`src/rtl/mul_arbiter_if.sv`:
```
// mul_arbiter_if: bundles the requester, response and multiplier-side signals
// of mul_arbiter.
//   slave  : the arbiter's view (takes requests, drives acks/response/multiplier)
//   master : the environment's view (requesters, consumer, multiplier)
// Signal groups:
//   req0/x0/y0/ack0, req1/x1/y1/ack1     requester handshakes
//   rsp_valid/rsp_ready/rsp_id/rsp_err/rsp_product   shared response bus
//   busy                                 arbiter not idle
//   mul_start/mul_x/mul_y/mul_done/mul_product       multiplier port
interface mul_arbiter_if;
  logic        req0;
  logic [31:0] x0;
  logic [31:0] y0;
  logic        ack0;
  logic        req1;
  logic [31:0] x1;
  logic [31:0] y1;
  logic        ack1;
  logic        rsp_valid;
  logic        rsp_ready;
  logic        rsp_id;
  logic        rsp_err;
  logic [66:0] rsp_product;
  logic        busy;
  logic        mul_start;
  logic [31:0] mul_x;
  logic [31:0] mul_y;
  logic        mul_done;
  logic [66:0] mul_product;

  modport slave (
    input  req0, x0, y0, req1, x1, y1, rsp_ready, mul_done, mul_product,
    output ack0, ack1, rsp_valid, rsp_id, rsp_err, rsp_product, busy,
           mul_start, mul_x, mul_y
  );

  modport master (
    output req0, x0, y0, req1, x1, y1, rsp_ready, mul_done, mul_product,
    input  ack0, ack1, rsp_valid, rsp_id, rsp_err, rsp_product, busy,
           mul_start, mul_x, mul_y
  );
endinterface

```
`src/rtl/mul_arbiter.sv`:
```
// mul_arbiter: shares one Booth multiplier between two requesters.
// Round-robin grant, latched operands, one-cycle start pulse, watchdog on the
// multiplier's done pulse, and a valid/ready response carrying the 67-bit
// signed product (or an error flag with a zero product on timeout).
// Ports:
//   clk   : clock, all state on rising edge
//   rst_b : asynchronous active-low reset
//   bus   : mul_arbiter_if.slave (requesters, response bus, multiplier port)
// Every output is a flop; no input reaches an output combinationally.
module mul_arbiter #(
  parameter int TIMEOUT = 64,
  parameter int TW      = 7
) (
  input logic         clk,
  input logic         rst_b,
  mul_arbiter_if.slave bus
);

  typedef enum logic [1:0] {IDLE, ISSUE, WAIT, RESP} state_t;

  state_t          r_state, w_state_nxt;
  logic            r_last;
  logic            r_id;
  logic [TW-1:0]   r_wdog;
  logic [31:0]     r_mul_x, r_mul_y;
  logic [66:0]     r_prod;
  logic            r_err;
  logic            r_ack0, r_ack1, r_start, r_valid, r_busy;

  logic [1:0]      w_req;
  logic            w_grant;
  logic            w_gid;
  logic            w_expire;

  assign w_req    = {bus.req1, bus.req0};
  // Last WAIT cycle: counter runs 0..TIMEOUT-1, so WAIT lasts TIMEOUT cycles.
  assign w_expire = (r_wdog == TW'(TIMEOUT - 1));

  always_comb begin
    w_state_nxt = r_state;
    w_grant     = 1'b0;
    w_gid       = 1'b0;
    case (r_state)
      IDLE: begin
        w_grant = |w_req;
        case (w_req)
          2'b10:   w_gid = 1'b1;
          2'b11:   w_gid = ~r_last;   // tie goes to whoever was not served last
          default: w_gid = 1'b0;
        endcase
        if (w_grant) w_state_nxt = ISSUE;
      end
      ISSUE: w_state_nxt = WAIT;
      WAIT:  if (bus.mul_done || w_expire) w_state_nxt = RESP;
      RESP:  if (bus.rsp_ready) w_state_nxt = IDLE;
      default: w_state_nxt = IDLE;
    endcase
  end

  always_ff @(posedge clk or negedge rst_b) begin
    if (!rst_b) r_state <= IDLE;
    else        r_state <= w_state_nxt;
  end

  always_ff @(posedge clk or negedge rst_b) begin
    if (!rst_b) begin
      r_last  <= 1'b1;
      r_id    <= 1'b0;
      r_wdog  <= '0;
      r_mul_x <= '0;
      r_mul_y <= '0;
      r_prod  <= '0;
      r_err   <= 1'b0;
      r_ack0  <= 1'b0;
      r_ack1  <= 1'b0;
      r_start <= 1'b0;
      r_valid <= 1'b0;
      r_busy  <= 1'b0;
    end else begin
      // Strobes are registered from the grant so they appear exactly in ISSUE.
      r_ack0  <= w_grant & ~w_gid;
      r_ack1  <= w_grant &  w_gid;
      r_start <= w_grant;
      r_busy  <= (w_state_nxt != IDLE);
      r_valid <= (w_state_nxt == RESP);
      case (r_state)
        IDLE: if (w_grant) begin
          r_id    <= w_gid;
          r_mul_x <= w_gid ? bus.x1 : bus.x0;
          r_mul_y <= w_gid ? bus.y1 : bus.y0;
        end
        ISSUE: r_wdog <= '0;
        WAIT: begin
          // done is checked first so a done in the expiry cycle is not an error
          if (bus.mul_done) begin
            r_prod <= bus.mul_product;
            r_err  <= 1'b0;
          end else if (w_expire) begin
            r_prod <= '0;
            r_err  <= 1'b1;
          end else begin
            r_wdog <= r_wdog + TW'(1);
          end
        end
        RESP: if (bus.rsp_ready) r_last <= r_id;
        default: ;
      endcase
    end
  end

  assign bus.ack0        = r_ack0;
  assign bus.ack1        = r_ack1;
  assign bus.mul_start   = r_start;
  assign bus.mul_x       = r_mul_x;
  assign bus.mul_y       = r_mul_y;
  assign bus.busy        = r_busy;
  assign bus.rsp_valid   = r_valid;
  assign bus.rsp_id      = r_id;
  assign bus.rsp_err     = r_err;
  assign bus.rsp_product = r_prod;

endmodule

```
`src/flat_wrapper.sv`:
```
// flat-port wrapper written by rule: the top's interface ports become plain ports
module mul_arbiter_flat 
#(
  parameter int TIMEOUT = 64,
  parameter int TW      = 7
)
  (clk, rst_b, bus_req0, bus_x0, bus_y0, bus_req1, bus_x1, bus_y1, bus_rsp_ready, bus_mul_done, bus_mul_product, bus_ack0, bus_ack1, bus_rsp_valid, bus_rsp_id, bus_rsp_err, bus_rsp_product, bus_busy, bus_mul_start, bus_mul_x, bus_mul_y);
  mul_arbiter_if bus_i ();
  input logic clk;
  input logic rst_b;
  input wire logic [$bits(bus_i.req0)-1:0] bus_req0;
  input wire logic [$bits(bus_i.x0)-1:0] bus_x0;
  input wire logic [$bits(bus_i.y0)-1:0] bus_y0;
  input wire logic [$bits(bus_i.req1)-1:0] bus_req1;
  input wire logic [$bits(bus_i.x1)-1:0] bus_x1;
  input wire logic [$bits(bus_i.y1)-1:0] bus_y1;
  input wire logic [$bits(bus_i.rsp_ready)-1:0] bus_rsp_ready;
  input wire logic [$bits(bus_i.mul_done)-1:0] bus_mul_done;
  input wire logic [$bits(bus_i.mul_product)-1:0] bus_mul_product;
  output wire logic [$bits(bus_i.ack0)-1:0] bus_ack0;
  output wire logic [$bits(bus_i.ack1)-1:0] bus_ack1;
  output wire logic [$bits(bus_i.rsp_valid)-1:0] bus_rsp_valid;
  output wire logic [$bits(bus_i.rsp_id)-1:0] bus_rsp_id;
  output wire logic [$bits(bus_i.rsp_err)-1:0] bus_rsp_err;
  output wire logic [$bits(bus_i.rsp_product)-1:0] bus_rsp_product;
  output wire logic [$bits(bus_i.busy)-1:0] bus_busy;
  output wire logic [$bits(bus_i.mul_start)-1:0] bus_mul_start;
  output wire logic [$bits(bus_i.mul_x)-1:0] bus_mul_x;
  output wire logic [$bits(bus_i.mul_y)-1:0] bus_mul_y;
  assign bus_i.req0 = bus_req0;
  assign bus_i.x0 = bus_x0;
  assign bus_i.y0 = bus_y0;
  assign bus_i.req1 = bus_req1;
  assign bus_i.x1 = bus_x1;
  assign bus_i.y1 = bus_y1;
  assign bus_i.rsp_ready = bus_rsp_ready;
  assign bus_i.mul_done = bus_mul_done;
  assign bus_i.mul_product = bus_mul_product;
  assign bus_ack0 = bus_i.ack0;
  assign bus_ack1 = bus_i.ack1;
  assign bus_rsp_valid = bus_i.rsp_valid;
  assign bus_rsp_id = bus_i.rsp_id;
  assign bus_rsp_err = bus_i.rsp_err;
  assign bus_rsp_product = bus_i.rsp_product;
  assign bus_busy = bus_i.busy;
  assign bus_mul_start = bus_i.mul_start;
  assign bus_mul_x = bus_i.mul_x;
  assign bus_mul_y = bus_i.mul_y;
  mul_arbiter #(.TIMEOUT(TIMEOUT), .TW(TW)) u_core (.clk(clk), .rst_b(rst_b), .bus(bus_i));
endmodule
```
`config.mk`:
```
export PLATFORM = sky130hd
export DESIGN_NAME = mul_arbiter_flat
export DESIGN_NICKNAME = d
export VERILOG_FILES = /design/src/rtl/mul_arbiter_if.sv /design/src/rtl/mul_arbiter.sv /design/src/flat_wrapper.sv
export SDC_FILE = /design/constraint.sdc
export NUM_CORES = 1
export LEC_CHECK = 0
export BUFFER_PORTS_ARGS = -buffer_cell sky130_fd_sc_hd__clkbuf_2
export CORE_AREA = 2 2 133 135
export CTS_BUF_LIST = sky130_fd_sc_hd__clkbuf_4
export CTS_CLUSTER_DIAMETER = 60
export DETAILED_ROUTE_END_ITERATION = 6
export DIE_AREA = 0 0 135 137
export GPL_ROUTABILITY_DRIVEN = 0
export PLACE_DENSITY = 0.72
export SLEW_MARGIN = 30
export SYNTH_ARGS = -nofsm -noshare
export SYNTH_HDL_FRONTEND = slang
export SYNTH_SLANG_ARGS = --single-unit
```
`constraint.sdc`:
```
create_clock -name clk -period 4 [get_ports clk]
set_input_delay 0.8 -clock clk [delete_from_list [all_inputs] [get_ports clk]]
set_output_delay 0.8 -clock clk [all_outputs]
set_load 0.1 [all_outputs]
```
### Yosys cells after proc, flatten, opt, wreduce, memory -nomap -nowiden

Index checks and enable logic that the tools add are counted.

| cells by class | value |
|---|---|
| add/sub/neg operators | 1 |
| reduce and logical (&&, ||, !) cells | 10 |
| bitwise gates (word level) | 4 |
| eq/ne operators | 9 |
| mux-type cells | 16 |

Operators by type and width:

| cell | number |
|---|---|
| $mux 67 | 2 |
| $mux 32 | 2 |
| $mux 7 | 2 |
| $pmux 7 s2 | 1 |
| $eq 2x2->1 const B | 5 |
| $pmux 2 s4 | 1 |
| $add 7x1->7 const B | 1 |
| $eq 7x6->1 const B | 1 |
| $mux 2 | 3 |
| $reduce_and 2->1 | 3 |
| $reduce_bool 2->1 | 3 |
| $mux 1 | 4 |
| $ne 2x2->1 const B | 2 |
| $reduce_and 3->1 | 1 |
| $and 1x1->1 | 2 |
| $eq 2x1->1 const B | 1 |
| $logic_not 2->1 | 1 |
| $not 1->1 | 2 |
| $pmux 1 s2 | 1 |
| $reduce_or 2->1 | 1 |
| $logic_or 1x1->1 | 1 |

| word-level totals | value |
|---|---|
| logic and storage cells | 53 |
| output and inout bits | 138 |
| flip-flop bits (word level) | 148 |
| input port bits | 201 |

### Logic depth before layout (Yosys ltp)

Gate-level depths: netlist of the first run.

| depth | value |
|---|---|
| word-level depth | 5 |
| mapped depth | 7 |
| mapped depth without buffers | 5 |

### Least setup slack after synthesis of the first run

No wires, ideal clock.

| timing path | value |
|---|---|
| path kind | input to register |
| start point | input port bus_req1 |
| end point | register u_core.r_mul_x[14], in the netlist u_core.bus.mul_x[14] |
| arrival | 1,633 ps |
| slack | 2,240 ps |
| data required time | 3,872 ps |
| stages | 6 |
| setup time | 128 ps |
| buffers on the path | 2 |
| cells stage by stage | nand2b_1 -> and3_4 -> buf_6 -> buf_6 -> a222oi_1 -> inv_1 |

| between the ends | value |
|---|---|
| cells in the longest elaborated chain, start to end | 4 |
| elaborated cells between the ends (all ways) | 8 |
| those cells by class | eq/ne (2); mux (4); reduce/logical (2) |

RTL lines:

| element | line | RTL |
|---|---|---|
| from (decl) | flat_wrapper.sv:14 | `input wire logic [$bits(bus_i.req1)-1:0] bus_req1;` |
| $eq 2x2->1 | mul_arbiter.sv:46 | `case (w_req)` |
| $pmux 1 s2 | mul_arbiter.sv:46 |  |
| $mux 1 | mul_arbiter.sv:43 | `case (r_state)` |
| $mux 32 | mul_arbiter.sv:89 | `r_mul_x <= w_gid ? bus.x1 : bus.x0;` |
| to (signal assigned) | mul_arbiter.sv:89 |  |
| to (decl) | mul_arbiter.sv:25 | `logic [31:0] r_mul_x, r_mul_y;` |

Parallel ways exist; a longest one is shown, timed or not.
A chain may end at the register's enable or synchronous reset.

### Worst setup path in the final report of the first run

| timing path | value |
|---|---|
| start point | register u_core.r_state[1] |
| end point | register u_core.r_prod[52], in the netlist u_core.bus.rsp_product[52] |

| between the ends | value |
|---|---|
| cells in the longest elaborated chain, start to end | 2 |

RTL lines:

| element | line | RTL |
|---|---|---|
| from (decl) | mul_arbiter.sv:21 | `state_t r_state, w_state_nxt;` |
| from (signal assigned) | mul_arbiter.sv:62 | `else r_state <= w_state_nxt;` |
| $eq 2x2->1 | mul_arbiter.sv:86 | `case (r_state)` |
| $reduce_and 2->1 (no source line) | -- |  |
| to (signal assigned) | mul_arbiter.sv:96 | `r_prod <= bus.mul_product;` |
| to (decl) | mul_arbiter.sv:26 | `logic [66:0] r_prod;` |

Every way passes these cells.

==> results of run 1 <==
[layout make-up]
type | instances | area [sq um] | share of cell area
Inverter | 68 | 255.2 | 0.03222
Sequential cell | 148 | 3705 | 0.4676
Clock buffer | 17 | 127.6 | 0.01611
Multi-Input combinational cell | 183 | 1593 | 0.2010
Clock inverter | 15 | 225.2 | 0.02843
Antenna cell | 1 | 2.502 | 0.0003159
Timing Repair Buffer | 341 | 1733 | 0.2187
Tap cell | 225 | 281.5 | 0.03553
[sequential cells by signal, summed over array words and instances, names as in the netlist]
register,count
u_core.bus.busy,1
u_core.bus.mul_x,32
u_core.bus.mul_start,1
u_core.r_state,2
u_core.bus.rsp_product,67
u_core.r_last,1
u_core.r_wdog,7
u_core.bus.rsp_id,1
u_core.bus.mul_y,32
u_core.bus.ack1,1
u_core.bus.ack0,1
u_core.bus.rsp_err,1
u_core.bus.rsp_valid,1
[per-layer routing]
metal / track usage / vias to the layer above / part of all wire
li1: - / 2313 / -
met1: 0.1991 / 2414 / 0.39
met2: 0.2800 / 267 / 0.49
met3: 0.05593 / 9 / 0.10
met4: 0.04861 / 0 / 0.010
met5: 0 / - / 0
[worst max path at each step]
| stage | from | to | slack, ns | cells after the start |
|---|---|---|---|---|
| after global routing | u_core.r_state[1] | u_core.bus.rsp_product[52] | 1.41 | 4 |
| after detailed placement | u_core.r_state[1] | u_core.bus.rsp_product[52] | 1.65 | 4 |
| after global placement | bus_mul_done | u_core.bus.rsp_product[12] | 1.65 | 4 |
| after floorplan | bus_req1 | u_core.bus.mul_x[14] | 2.24 | 6 |
| after CTS | u_core.r_state[1] | u_core.bus.rsp_product[52] | 1.62 | 4 |
| final | u_core.r_state[1] | u_core.bus.rsp_product[52] | 1.63 | 4 |
[cells in the mapped netlist]
cell	n
dfrtp_1	147
o211a_1	1
buf_4	8
nand2_1	7
a22o_1	68
nand4b_1	1
inv_1	68
buf_6	10
nor2_1	5
and2_1	1
dfstp_2	1
and3_1	1
nand2_2	1
nand2b_1	2
a222oi_1	64
nand3_1	3
nand3b_1	1
mux2_2	1
and3b_1	1
nor2b_1	2
nor3b_1	1
or2_2	2
o211ai_1	1
a21oi_1	2
buf_2	12
o2bb2ai_1	1
a31oi_1	3
nor2_2	1
ha_1	1
clkbuf_1	8
a21o_1	1
and3_4	2
o31ai_1	3
o21ba_2	1
a2bb2oi_1	1
o311ai_0	1
o21bai_2	1
o41ai_1	1
o21ai_1	1
[cells by family after synthesis]
logic type,Yosys count
compound gates,150
mux,1
fa+ha+maj,1
simple gates,31
buf+inv,106
flops,148
[critical path, stage by stage (launching register included)]
cell	delay [ns]
dfrtp_1	0.57
nor2b_1	0.39
and2_2	0.70
buf_4	0.42
a22o_1	0.20
[through the flow]
stage / hold WS (ns) / area [sq um]
2_1_floorplan: 0.4677 / 5798
3_3_place_gp: 0.4679 / 7562
3_5_place_dp: 0.4724 / 7567
4_1_cts: 0.1743 / 7920
5_1_grt: 0.1835 / 7923
6_report: 0.2034 / 7923
==> PnR_summary.wiki, run 1 <==
{| class="wikitable"
! Metric !! Value
|-
| Data required time of the critical path || 4.46 ns
|-
| Setup TNS after final layout || 0 ns
|-
| Post-synthesis simple-gate area fraction || 0.03064
|-
| Post-layout minimum cycle time || between 2 and 2.5 ns
|-
| Final number of max-transition violations || 0
|-
| Clock latency of the later-clocked register in the worst-skew pair || 0.52 ns
|-
| TritonCTS clock tree || built
|-
| Clock buffer depth || 2
|-
| Largest net degree at the start of global routing || 88
|-
| Number of buffers inserted by hold repair at cts || 0
|-
| Min setup slack post-route || between 1.5 and 2 ns
|-
| Least-Margin Pin Slew || 0.7359 ns
|-
| Overflow after GRT || 0
|-
| Worst reg2reg path depth || 4
|-
| Number of clock sinks seen by CTS || 148
|-
| Post_cts resized || 0
|-
| Number of port buffers || approximately 340
|-
| Non-filler cells, final || 998
|-
| Tot GR Track Use || 0.1647
|-
| Die span in y || 137 um
|-
| Worst-case setup slack after placement || 1.647 ns
|-
| Crit share post-route || 0.5914
|-
| Number of buffers inserted to repair setup after CTS || 0
|-
| Status || completed
|-
| Number of iterations in the first detailed-routing pass || 7
|-
| Number of unique standard cell types used by synthesis || 39
|-
| Area share of the largest cell type after synthesis || 0.6344
|-
| Max Freq || 422.7 MHz
|-
| Path category of the worst min-delay check || primary input to asynchronous set/reset pin
|-
| DRC errors left || 0
|-
| Post-Syn Area || 0.005798 sq mm
|-
| XOR/XNOR share of the synthesized area || 0
|-
| Net count of the mapped netlist || 639
|-
| Register-to-register setup slack || 1.63 ns
|-
| Total of endpoints with negative setup slack in the final report || 0
|-
| Most common cell after layout, fill and taps aside || clkbuf_2
|-
| Placed wire-length estimate after detailed placement || 11660 um
|-
| Io pins || 339
|-
| Post-layout nets || 961
|-
| Vias || around 5.0k
|-
| Buffer cell driving the clock tree root || clkbuf_4
|-
| Share of cell area taken by muxes after synthesis || 0.001942
|-
| Unrepaired setup endpoints after global routing || no
|-
| Number of synthesized register bits || 148
|-
| Clock tree skew after final layout || between 0.015 and 0.02 ns
|-
| TritonCTS buffer count || 17
|-
| Number of antenna-violating nets in the routed design || 0
|-
| Worst reg2reg path endpoint || u_core.bus.rsp_product[52]
|-
| Horiz. Die Dim || 135 um
|-
| Share of layout cells above drive strength 1 || 0.4961
|-
| Post-synthesis average cell area || 13.27 sq um
|-
| Max cap viols || 0
|-
| Clock-pin transition on the worst setup and hold timing paths || 0.14 ns
|-
| Area Growth Syn to Fin || 36.64%
|-
| Placeable core region || 0.01706 sq mm
|-
| Final Hold Vio Count || 0
|-
| Relative max-transition margin || 0.5094
|-
| Std cell rows || 48
|-
| Combinational family with the most area after synthesis || compound AO/OA/AOI/OAI gates
|-
| Instance count after placement with tap cells included || around 970
|-
| Wire length of the first global-routing pass || 23780 um
|-
| Adder-cell area share of the yosys netlist || 0.002158
|-
| Filler Cells Inserted || 1592
|-
| Yosys warning total || 0
|-
| Depth of the CTS H-tree || 4
|-
| Type of the setup path with the least slack || flop to flop
|-
| Largest cells by area after synthesis || dfrtp_1 63%, a222oi_1 11%, a22o_1 10%
|-
| Detail-routed net length per standard cell || ~16 um
|-
| Critical path launch point type || flop
|-
| Top library cells by usage in the layout, fill and taps aside || 337 x clkbuf_2, 147 x dfrtp_1, 68 x inv_1, 68 x a22o_1, 64 x a222oi_1
|-
| Wirelength, routed || 16080 um
|-
| Via count of the first global-routing pass || 4680
|-
| Cells after Synth || 437
|-
| Startpoint of the lowest-slack register-to-register path || u_core.r_state[1]
|-
| Compound-gate portion of the synthesized area || 0.2369
|-
| Library cell occupying the most area in the post-synthesis netlist || dfrtp_1
|-
| Max Fanout on Critical Path || 39
|-
| Sequential area share after synthesis || 0.6390
|-
| Die Area || 0.01850 sq mm
|-
| Worst path arrival time || approximately 2.8 ns
|-
| Initial antenna violation count || 1
|-
| Utilization after layout || 0.4645
|-
| CP endpoint kind || flop
|-
| Initial core utilization || 0.3399
|-
| Initial DRC Count || 415
|-
| Via count normalized by instance count || 5.013
|}
Power of run 1 is left out: the tool's default activity adds up to more than one toggle a clock period on the data nets, which glitch-free logic cannot reach.
==> run 2, diff against run 1 <==
Settings changed: CORE_AREA 2 2 133 135 to 2 2 131 133, DIE_AREA 0 0 135 137 to 0 0 133 135, PLACE_DENSITY 0.72 to 0.74.
Clock period 4 ns to 2.3 ns, I/O delays scaled along.
==> run 2 against run 1 <==
The run now ends with design-rule violations left. Non-clock buffer count rose by 8. Final area rose by 0.46%. Worst setup slack got worse by 1.2 ns. Core utilization rose by 2.1 points. Count of clock-buffer cells in the layout did not move. Global-route usage rose by 2.4 points. Die area fell by 2.9%. Via count rose by 1.2%. Critical path depth fell by 3. Register-to-register slack got worse by 1.2 ns. Sequential share of layout area fell by 0.21 points. Clock skew rose by 0.0044 ns.
==> PnR_summary.wiki, run 2 (synthesis gave the netlist of run 1 again) <==
{| class="wikitable"
! Metric !! Value
|-
| Status || finished, violations left
|-
| Violations in the final reports || design-rule violations
|-
| Clock latency of the later-clocked register in the worst-skew pair || 0.54 ns
|-
| Critical-path top delay cell || clkbuf_2
|-
| Max Freq || 530.8 MHz
|-
| Clock buffer depth || 2
|-
| Number of iterations in the first detailed-routing pass || 7
|-
| Least-Margin Pin Slew || around 0.7 ns
|-
| Io pins || between 300 and 400
|-
| Depth of the CTS H-tree || 4
|-
| Top library cells by usage in the layout, fill and taps aside || 337 x clkbuf_2, 147 x dfrtp_1, 68 x inv_1, 68 x a22o_1, 64 x a222oi_1
|-
| Via count normalized by instance count || ~5.1
|-
| Number of port buffers || 338
|-
| Total area of multi-input combinational cells || around 0.0016 sq mm
|-
| Filler Cells Inserted || around 1.5k
|-
| Total of endpoints with negative setup slack in the final report || 0
|-
| Wirelength, routed || between 15000 and 20000 um
|-
| Cell family contributing the most delay on the critical path || buffers and inverters
|-
| Post-layout minimum cycle time || 1.884 ns
|-
| Std cell rows || 47
|-
| Setup TNS after final layout || 0 ns
|-
| CP Buf/Inv Count || 1
|-
| Number of antenna-violating nets in the routed design || 0
|-
| Largest net degree at the start of global routing || between 60 and 70
|-
| Path category of the worst min-delay check || primary input to flop
|-
| DRC errors left || 7
|-
| Initial DRC Count || 442
|-
| Number of clock sinks seen by CTS || 148
|-
| TritonCTS buffer count || 17
|-
| Horiz. Die Dim || between 100 and 150 um
|-
| Initial antenna violation count || 1
|-
| Placed wire-length estimate after detailed placement || 12640 um
|-
| Final Hold Vio Count || 0
|-
| Instance count after placement with tap cells included || 967
|-
| Number of flip-flops in the largest register || 67
|-
| Vias || 5061
|-
| Max cap viols || 0
|-
| Placeable core region || approximately 0.016 sq mm
|-
| Buffer cell driving the clock tree root || clkbuf_4
|-
| Via count of the first global-routing pass || 5046
|-
| Post_cts resized || 0
|-
| CP endpoint kind || output pin
|-
| Type of the setup path with the least slack || flop to output pin
|-
| Relative max-transition margin || 0.5352
|-
| Critical path launch point type || flop
|-
| Number of buffers inserted by hold repair at cts || 1
|-
| Final number of max-transition violations || 0
|-
| Clock-pin transition on the worst setup and hold timing paths || roughly 0.15 ns
|-
| Max Fanout on Critical Path || 3
|-
| Area Growth Syn to Fin || 37.27%
|-
| Clock tree skew after final layout || about 0.021 ns
|-
| Biggest cell delay along the critical path || 0.48 ns
|-
| Tot GR Track Use || 0.1884
|-
| Storage element area || 0.003705 sq mm
|-
| Post-layout nets || 969
|-
| Overflow after GRT || 0
|-
| Non-filler cells, final || 1001
|-
| Die Area || 0.01796 sq mm
|-
| Detail-routed net length per standard cell || 17.23 um
|-
| Number of buffers inserted to repair setup after CTS || 0
|-
| TritonCTS clock tree || built
|-
| Cell breakdown of the critical path || clkbuf_2
|-
| Unrepaired setup endpoints after global routing || no
|-
| Data required time of the critical path || 1.84 ns
|-
| Wire length of the first global-routing pass || 26320 um
|-
| Die span in y || 135 um
|-
| Most common cell after layout, fill and taps aside || clkbuf_2
|-
| Initial core utilization || 0.3534
|-
| Share of layout cells above drive strength 1 || 0.5026
|-
| Crit share post-route || 0.8191
|-
| Worst path arrival time || between 1 and 1.5 ns
|}
[run 2: cell count changes in the layout (fill, tap and decap cells not counted)]
cell,previous run,this run
clkinv_2,0,1
nand2_4,1,0
inv_6,4,5
buf_12,1,5
inv_8,0,5
clkinv_1,2,0
nand2_2,0,1
buf_4,2,5
bufinv_16,5,1
clkinvlp_4,2,1
dlygate4sd3_1,0,1
[run 2: cell type report]
class                      count  share of cell area
antenna                        1           0.0003144
clock buffer                  17             0.01604
clock inverter                15             0.02012
inverter                      68             0.03207
multi-input combinational    183              0.1995
sequential                   148              0.4655
tap                          220             0.03459
timing repair buffer         349              0.2319
[run 2: worst paths after layout]
path	start	to	slack, ns	depth (start not counted)
max	u_core.bus.rsp_id	bus_rsp_id	0.42	1
min	bus_mul_product[21]	u_core.bus.rsp_product[21]	0.14	2
max reg2reg	u_core.r_state[1]	u_core.bus.mul_y[14]	0.45	4
min reg2reg	u_core.r_wdog[6]	u_core.r_wdog[6]	0.50	2
max in group asynchronous	rst_b	u_core.bus.mul_y[11]	1.21	3
min in group asynchronous	rst_b	u_core.bus.rsp_product[52]	0.44	2
[run 2: through the flow]
step	hold slack (ns)	setup slack [ns]	instance area [sq um]	util
CTS	0.06251	0.3188	7956	0.4849
global route	0.06850	0.2492	7959	0.4851
global placement	0.4484	0.4925	7659	0.4668
detailed placement	0.4506	0.4448	7659	0.4668
finish	0.1354	0.4160	7959	0.4851
floorplan	0.1644	0.7647	5798	-
[run 2: routing by layer]
layer  track usage  share of wire
met5             0              0
met4       0.08244          0.023
met3       0.04655          0.072
met2        0.3092           0.50
met1        0.2381           0.41
Power of run 2 is left out for the same reason.
==> run 3, diff against run 2 <==
Settings changed: ABC_AREA set to 1, CORE_AREA 2 2 131 133 to 2 2 133 135, DIE_AREA 0 0 133 135 to 0 0 135 137, PLACE_DENSITY 0.74 to 0.76.
Clock period 2.3 ns to 1.7 ns, I/O delays scaled along.
==> run 3 against run 2 <==
Worst setup slack got worse by 0.37 ns. Register-to-register slack got worse by 0.29 ns. Non-clock buffer count grew 195. Critical path type unchanged. Final area is 34% higher. Via count grew 45%. Sequential cell count did not move. The run now ends clean. Die area increased by 3.0%. Core utilization up 14 points. Clock skew down 0.0030 ns. Wire length up 49%.
==> PnR_summary.wiki, run 3 <==
{| class="wikitable"
! Metric !! Value
|-
| Status || completed
|-
| Io pins || 339
|-
| Crit share post-route || 0.9714
|-
| Via count normalized by instance count || between 4 and 5
|-
| Worst Hold Launch || bus_x1[24]
|-
| CP Buf/Inv Count || 1
|-
| Path category of the worst min-delay check || primary input to flop
|-
| Critical path launch point type || flop
|-
| Post-layout minimum cycle time || 1.651 ns
|-
| Initial core utilization || 0.3574
|-
| Worst path arrival time || ~1.3 ns
|-
| Largest net degree at the start of global routing || 69
|-
| Number of iterations in the first detailed-routing pass || 5
|-
| Relative max-transition margin || 0.7419
|-
| Detail-routed net length per standard cell || 17.13 um
|-
| Clock buffer depth || 2
|-
| Worst reg2reg path depth || 9
|-
| Wirelength, routed || 25630 um
|-
| Total of endpoints with negative setup slack in the final report || 0
|-
| Die span in y || 137 um
|-
| Std cell rows || 48
|-
| Number of flops mapped to enable cells by yosys || 0
|-
| Least-Margin Pin Slew || 0.3857 ns
|-
| Biggest cell delay along the critical path || 0.43 ns
|-
| Non-filler cells, final || between 1k and 1.5k
|-
| Fraction of registers with async set/reset || 1.000
|-
| Yosys warning total || 0
|-
| Max Fanout on Critical Path || 2
|-
| Met3 routing resource usage after global routing || 0.1196
|-
| Number of antenna-violating nets in the routed design || 0
|-
| Number of synthesized register bits || around 150
|-
| Cell family contributing the most delay on the critical path || flip-flops
|-
| Sink of the worst hold path || u_core.bus.mul_x[24]
|-
| Number of clock sinks seen by CTS || between 100 and 150
|-
| Predominant post-synthesis flop cell || dfrtp_1
|-
| Wire length of the first global-routing pass || a little under 40000 um
|-
| Net count of the mapped netlist || 930
|-
| TritonCTS buffer count || 17
|-
| Number of unique standard cell types used by synthesis || 21
|-
| Worst reg2reg path endpoint || u_core.bus.rsp_product[24]
|-
| DRC errors left || 0
|-
| Max Freq || 605.5 MHz
|-
| Tot GR Track Use || 0.2736
|-
| Cell breakdown of the critical path || clkbuf_4
|-
| Post-layout nets || 1457
|-
| Post-synthesis average cell area || between 8 and 9 sq um
|-
| Placed wire-length estimate after detailed placement || 14010 um
|-
| Via count of the first global-routing pass || 7658
|-
| Startpoint of the lowest-slack register-to-register path || u_core.r_wdog[1]
|-
| Placeable core region || around 0.017 sq mm
|-
| Critical-path top delay cell || dfrtp_1
|-
| Clock-pin transition on the worst setup and hold timing paths || 0.14 ns
|-
| Clock tree skew after final layout || 0.01761 ns
|-
| Final number of max-transition violations || 0
|-
| Initial antenna violation count || 3
|-
| Setup TNS after final layout || 0 ns
|-
| Overflow after GRT || 0
|-
| Largest cells by area after synthesis || dfrtp_1 60%, nand2_1 26%, nand3_1 6.1%
|-
| Area share of the largest cell type after synthesis || 0.6034
|-
| Initial DRC Count || 407
|-
| Met1 track utilization from global routing || 0.2825
|-
| Number of port buffers || 338
|-
| Sequential area share after synthesis || 0.6078
|-
| TritonCTS clock tree || built
|-
| Min setup slack post-route || 0.04855 ns
|-
| Instance count after placement with tap cells included || 1272
|-
| Max cap viols || 0
|-
| Post-Syn Area || between 0.006 and 0.007 sq mm
|-
| Data required time of the critical path || 1.36 ns
|-
| Depth of the CTS H-tree || 4
|-
| Most common cell after layout, fill and taps aside || nand2_1
|-
| Register-to-register setup slack || 0.16 ns
|-
| Most Crowded Layer GR || met2
|-
| Filler Cells Inserted || between 1k and 1.5k
|-
| Cell types with the highest counts after synthesis || 424 x nand2_1, 147 x dfrtp_1, 74 x nand3_1, 26 x buf_2, 14 x nor2_1
|-
| Horiz. Die Dim || 135 um
|-
| Cells after Synth || 728
|-
| Buffer cell driving the clock tree root || clkbuf_4
|-
| Number of flip-flops in the largest register || 67
|-
| CP endpoint kind || output pin
|-
| Most repeated cell in the gate-level netlist after synthesis || nand2_1
|-
| Type of the setup path with the least slack || flop to output pin
|-
| Met2 Usage GRT || 0.4611
|-
| Area Growth Syn to Fin || 74.98%
|-
| Top library cells by usage in the layout, fill and taps aside || 424 x nand2_1, 199 x clkbuf_2, 187 x dlygate4sd3_1
|-
| Clock latency of the later-clocked register in the worst-skew pair || 0.53 ns
|-
| Post-route cell area || roughly 0.011 sq mm
|-
| Final Hold Vio Count || 0
|-
| Vias || approximately 7.3k
|-
| Post-Place Cell Area || 0.008122 sq mm
|-
| Die Area || 0.01850 sq mm
|-
| Library cell occupying the most area in the post-synthesis netlist || dfrtp_1
|-
| Share of layout cells above drive strength 1 || 0.3186
|-
| Worst-case setup slack after placement || 0.1246 ns
|-
| Cell depth of the worst min-delay path || 3
|}
==> run 3: changes by cell type after synthesis, moves of 10 or more <==
cell and delta:
buf_2 +14, nand2_1 +417, a222oi_1 -64, inv_1 -58
a22o_1 -68, nand3_1 +71, buf_6 -10
==> run 3: repair_timing <==
item                                    CTS  global route
resized for setup                       138            20
endpoints found under the setup margin  136            54
buffers inserted                          0             1
pin swaps                                 0             1
gates cloned                              0             1
hold buffers                            187             0
hold endpoints to repair                278             0
==> run 3: worst max-delay path by stage <==
stage / from / to / slack (ns) / cells after the start
after floorplan: u_core.r_wdog[0] / u_core.bus.rsp_valid / 0.29 / 8
after global placement: u_core.r_wdog[1] / u_core.bus.rsp_product[13] / 0.19 / 9
after detailed placement: u_core.r_wdog[1] / u_core.bus.rsp_product[18] / 0.12 / 9
after CTS: u_core.bus.rsp_product[8] / bus_rsp_product[8] / 0.006 / 1
after global routing: u_core.bus.mul_x[12] / bus_mul_x[12] / -0.12 / 1
final: u_core.bus.mul_x[12] / bus_mul_x[12] / 0.05 / 1
==> run 3: per-stage QoR <==
step	utilization	hold slack [ns]
after floorplan	-	0.04441
after global placement	0.4762	0.2248
after detailed placement	0.4762	0.2277
after CTS	0.6224	0.0002181
after global routing	0.6252	0.002085
final	0.6254	0.06151
==> run 3: logic make-up (layout without fill, tap and decap cells) <==
group / count (synthesis) / count (layout) / share of synthesized area
DFF: 148 / 148 / 0.6078
and+or+nand+nor: 524 / 524 / 0.3434
buffers and inverters: 50 / 590 / 0.04105
adders and majority gates: 1 / 1 / 0.002052
muxes: 1 / 1 / 0.001847
AOI/OAI and AO/OA: 3 / 3 / 0.002461
xor gates and xnor gates: 1 / 1 / 0.001437
other: 0 / 3 / 0
==> run 3: area by class of cell <==
class | instances | area (sq um) | area share
flip-flops and latches | 148 | 3705 | 0.3473
well taps | 225 | 281.5 | 0.02639
clock inverters | 13 | 126.4 | 0.01185
inverters | 14 | 52.55 | 0.004927
clock buffers | 19 | 142.6 | 0.01337
repair buffers | 544 | 4179 | 0.3918
diodes | 3 | 7.507 | 0.0007038
multi-input cells | 530 | 2172 | 0.2036
==> run 3: routing by layer <==
| layer | part of all wire | vias to the layer above |
|---|---|---|
| met1 | 0.35 | 3435 |
| met4 | 0.056 | 0 |
| met3 | 0.11 | 118 |
| met2 | 0.49 | 474 |
| li1 | - | 3309 |
| met5 | 0 | - |
Power of run 3 is left out for the same reason.
